<file path="config.mk">
export PLATFORM = sky130hd
export DESIGN_NAME = sub32_seq
export DESIGN_NICKNAME = d
export VERILOG_FILES = /design/src/rtl/sub32_seq.sv
export SDC_FILE = /design/constraint.sdc
export NUM_CORES = 1
export LEC_CHECK = 0
export BUFFER_PORTS_ARGS = -buffer_cell sky130_fd_sc_hd__buf_2
export CAP_MARGIN = 20
export CORE_MARGIN = 4
export CORE_UTILIZATION = 59
export CTS_CLUSTER_DIAMETER = 50
export DETAILED_ROUTE_END_ITERATION = 10
export PLACE_DENSITY_LB_ADDON = 0.12
export SYNTH_ARGS = -nofsm -noshare
export SYNTH_HDL_FRONTEND = slang
export SYNTH_SLANG_ARGS = --single-unit
</file>
<file path="constraint.sdc">
create_clock -name clk -period 6.41 [get_ports clk]
set_clock_uncertainty 0.15 [all_clocks]
set_input_delay 0.3205 -clock clk [delete_from_list [all_inputs] [get_ports clk]]
set_output_delay 0.3205 -clock clk [all_outputs]
set_load 0.03 [all_outputs]
</file>
<file path="src/rtl/sub32_seq.sv">
// Multi-cycle 32-bit subtractor: diff = a - b - bin, CHUNK bits per clock.
// A registered borrow ripples between slices, one slice per BUSY cycle.
//
// Handshakes: a transfer happens on a rising edge where valid && ready are
// both high. The producer holds valid (and data) until it is accepted.
// in_ready is high only in IDLE and out_valid is high only in DONE.
// The block therefore never accepts new operands in the cycle it hands off a
// result.
module sub32_seq #(
    parameter int CHUNK = 8
) (
    input  logic        clk,
    input  logic        reset,
    input  logic [31:0] a,
    input  logic [31:0] b,
    input  logic        bin,
    input  logic        in_valid,
    output logic        in_ready,
    output logic [31:0] diff,
    output logic        bout,
    output logic        neg,
    output logic        zero,
    output logic        ovf,
    output logic        out_valid,
    input  logic        out_ready,
    output logic [1:0]  state_dbg
);

    localparam int NCH = 32 / CHUNK;
    localparam int KW  = (NCH > 1) ? $clog2(NCH) : 1;

    typedef enum logic [1:0] {
        IDLE = 2'd0,
        BUSY = 2'd1,
        DONE = 2'd2
    } state_t;

    state_t          state;
    logic [31:0]     ra;
    logic [31:0]     rb;
    logic            borrow;
    logic [KW-1:0]   k;

    logic [CHUNK-1:0] a_sl;
    logic [CHUNK-1:0] b_sl;
    logic [CHUNK:0]   sum;
    logic [31:0]      diff_nx;
    logic             borrow_nx;

    assign state_dbg = state;

    // Slice k arithmetic: a + ~b + ~borrow; carry out set means no borrow.
    always_comb begin
        a_sl    = '0;
        b_sl    = '0;
        for (int i = 0; i < NCH; i++) begin
            if (k == KW'(i)) begin
                a_sl = ra[i*CHUNK +: CHUNK];
                b_sl = rb[i*CHUNK +: CHUNK];
            end
        end
        sum       = {1'b0, a_sl} + {1'b0, ~b_sl} + {{CHUNK{1'b0}}, ~borrow};
        borrow_nx = ~sum[CHUNK];
        diff_nx   = diff;
        for (int i = 0; i < NCH; i++) begin
            if (k == KW'(i)) begin
                diff_nx[i*CHUNK +: CHUNK] = sum[CHUNK-1:0];
            end
        end
    end

    // Control FSM with registered handshake outputs, result and flags.
    always_ff @(posedge clk or posedge reset) begin
        if (reset) begin
            state     <= IDLE;
            in_ready  <= 1'b1;
            out_valid <= 1'b0;
            diff      <= '0;
            bout      <= 1'b0;
            neg       <= 1'b0;
            zero      <= 1'b0;
            ovf       <= 1'b0;
            k         <= '0;
            borrow    <= 1'b0;
            ra        <= '0;
            rb        <= '0;
        end else begin
            case (state)
                IDLE: begin
                    if (in_valid) begin
                        ra       <= a;
                        rb       <= b;
                        borrow   <= bin;
                        k        <= '0;
                        in_ready <= 1'b0;
                        state    <= BUSY;
                    end
                end
                BUSY: begin
                    diff   <= diff_nx;
                    borrow <= borrow_nx;
                    k      <= k + KW'(1);
                    if (k == KW'(NCH - 1)) begin
                        bout      <= borrow_nx;
                        neg       <= diff_nx[31];
                        zero      <= (diff_nx == 32'd0);
                        ovf       <= (ra[31] != rb[31]) && (diff_nx[31] != ra[31]);
                        out_valid <= 1'b1;
                        state     <= DONE;
                    end
                end
                DONE: begin
                    if (out_ready) begin
                        out_valid <= 1'b0;
                        in_ready  <= 1'b1;
                        k         <= '0;
                        state     <= IDLE;
                    end
                end
                default: begin
                    state     <= IDLE;
                    in_ready  <= 1'b1;
                    out_valid <= 1'b0;
                end
            endcase
        end
    end

endmodule
</file>
==> results.toml <==
[setup_path]
startpoint_type = "flip-flop"
crit_arrival_ns = 4.83
critPathKind = "reg2reg"
end_kind = "flip-flop"
cp.required_ns = 6.56
path_max_fanout = 29

[logic_synthesis]
synthArstFlopShare = 1.000
yosys.area_share.simple = 0.1233
synth-adder-area-share = 0.03433
synth.avg_cell_area_sq_um = 10.15
synth.net_count = 592
synthXorXnorAreaFrac = 0.008462
ys_types = 45
ys.flop_type = "dfrtp_1"
netlist_area_sq_um = 5175
synth_compound_area_frac = 0.1349
synth_edf_count = 0
ys_warn_count = 0
netlist_instances = 510
seq_area_frac_synth = 0.5176
synth_seq_cells = 107
synthMuxAreaShare = 0.1499
synth_top_family_by_area = "multiplexers"

[sta]
setup_tns_ns = 0
slew_viol_final = 0
fin_crit_ns = 4.674
tightest_slew_ns = 0.7968
rsz0062_at_grt = "false"
hold_viol = 0
holdWs_ns = 0.03057
setup_ws_ns = 1.736
fmax_ghz = 0.2140
period_share = 0.7291
slew_headroom = 0.4688
setup_viol = 0

[drt]
wire_per_inst_um = 16.39
routed_via_density = 5.632
route.detailed.drc = 0
ant_nets = 0
route.vias.total = 4027
wirelength_mm = 11.72
drtPass1Iterations = 4
drt_iter0_markers = 201

[placed_design]
place.gp.congestion = 0.9480
pre_cts_slack_ns = 1.825
io_buffers = 108
place_area_sq_um = 5777
place_hpwl_mm = 8.480

[clock_network]
cts.clk_slew.worst_paths_ns = 0.10
clk_latency_ns = 0.36
cts_made_buffers = 9
cts_root_buf = "clkbuf_8"
cts_max_path_buffers = 2
post-cts-setup-buffers = 0
htreeDepth = 3
tritoncts = "done"
clock-sinks = 107

[floorplanning]
row_count = 33
core-area_sq_um = 8382
pin_count = 109
die_w_um = 101.7
die_y_um = 101.7
start_util = 0.6174
die_area_sq_um = 10330

[job]
cap_violations = 0

[finish]
n_antenna_cell = 0
nets = 687
syn_to_final_growth_pct = 15.40
drive_above_1_share = 0.3361
fill_cells = 664
regArea_sq_um = 2679
multiInputGateArea_sq_um = 2341
stdcell_area_sq_um = 5972

[grt]
grt_pass1_vias = 3989
grt_pass1_wl_mm = 19.37
antenna_found_initial = 0
grt_max_degree = 66
grt_util_all_layers = 0.2382
overflow = 0

[min_path]
holdCritPathClass = "in2reg"

[status]
outcome = "completed"
-- synth_stat cells (4+ instances only) --
cell / count / share of area
nor2b_1: 5 / 0.0060
mux2_2: 68 / 0.15
buf_2: 4 / 0.0039
nor3_1: 6 / 0.0058
buf_1: 7 / 0.0051
nand2_1: 69 / 0.050
a22oi_1: 4 / 0.0058
clkbuf_1: 19 / 0.014
nand2b_1: 4 / 0.0048
a21oi_1: 51 / 0.049
ha_1: 11 / 0.027
dfrtp_1: 106 / 0.51
o21ai_0: 47 / 0.045
inv_1: 10 / 0.0073
o22ai_1: 4 / 0.0048
nor2_1: 52 / 0.038
-- repair_timing --
action | 4_1_cts | 5_1_grt
gates resized for setup | 0 | 0
hold buffers | 1 | 0
hold endpoints to repair | 41 | 0
-- layout by cell type, fill, tap and decap left out, drive strengths merged, types with 5 or more instances in the layout --
| cell | count |
|---|---|
| nand2 | 69 |
| dfrtp | 106 |
| clkbuf | 10 |
| nor3 | 6 |
| inv | 12 |
| a21oi | 51 |
| nor2b | 5 |
| nor2 | 52 |
| mux2 | 68 |
| ha | 11 |
| buf | 114 |
| o21ai | 47 |
-- critical path, stage by stage, from the launching register on --
cell and delay, ns:
dfrtp_1 0.45, inv_1 0.11, ha_1 0.42, buf_4 0.37, nor2_1 0.08, a21oi_1 0.12, nor2_1 0.05, a21oi_1 0.11
o21ai_0 0.12, fa_1 0.47, fa_1 0.42, xnor2_1 0.57, o211ai_1 0.18, a22oi_1 0.19, nand4_1 0.14, a2111oi_2 0.36
o2111ai_1 0.19, nand3_1 0.11
-- cell families (layout without fill, tap and decap cells) --
kind of cell    after synthesis  count (layout)
simple gates                151             151
compound gates              124             124
flops                       107             107
mux                          69              69
buf+inv                      41             141
fa+ha+maj                    13              13
xor+xnor                      5               5
-- state kept, by name, indices dropped and copies added, names as in the netlist --
register and count:
state_dbg 2, zero 1, neg 1, out_valid 1
bout 1, borrow 1, k 2, rb 32
in_ready 1, diff 32, ra 32, ovf 1
-- cell type report --
| class | instances | area share |
|---|---|---|
| clock buffer | 10 | 0.02305 |
| clock inverter | 6 | 0.007961 |
| inverter | 10 | 0.006704 |
| multi-input combinational | 362 | 0.3920 |
| sequential | 107 | 0.4486 |
| tap | 105 | 0.02200 |
| timing repair buffer | 115 | 0.09973 |
-- final timing paths --
path,startpoint,to,slack (ns),cells past startpoint
hold / removal,b[13],rb[13]$_DFFE_PP0P_,0.03,2
max in group asynchronous,reset,ra[30]$_DFFE_PP0P_,4.52,4
setup reg to reg,k[1]$_DFFE_PP0P_,zero$_DFFE_PP0P_,1.74,17
setup / recovery,k[1]$_DFFE_PP0P_,zero$_DFFE_PP0P_,1.74,17
hold reg to reg,in_ready$_DFFE_PP1P_,in_ready$_DFFE_PP1P_,0.31,2
min in group asynchronous,reset,out_valid$_DFFE_PP0P_,0.39,3
-- per-stage QoR --
stage          instances    util
6_report             715  0.7125
5_1_grt              715  0.7125
4_1_cts              715  0.7125
3_5_place_dp         698  0.6892
3_3_place_gp         698  0.6892
2_1_floorplan        510       -
-- layer usage --
layer	vias up	GRT usage	routed length, um	share of wire
met2	121	0.3999	5714	0.49
met3	11	0.04752	748	0.064
met4	0	0.05726	148	0.013
met5	-	0	0	0
met1	1945	0.3207	5105	0.44
li1	1950	-	-	-
Power is not shown: default switching activity piles up to over one toggle a cycle in this logic, so the estimate is an artifact.
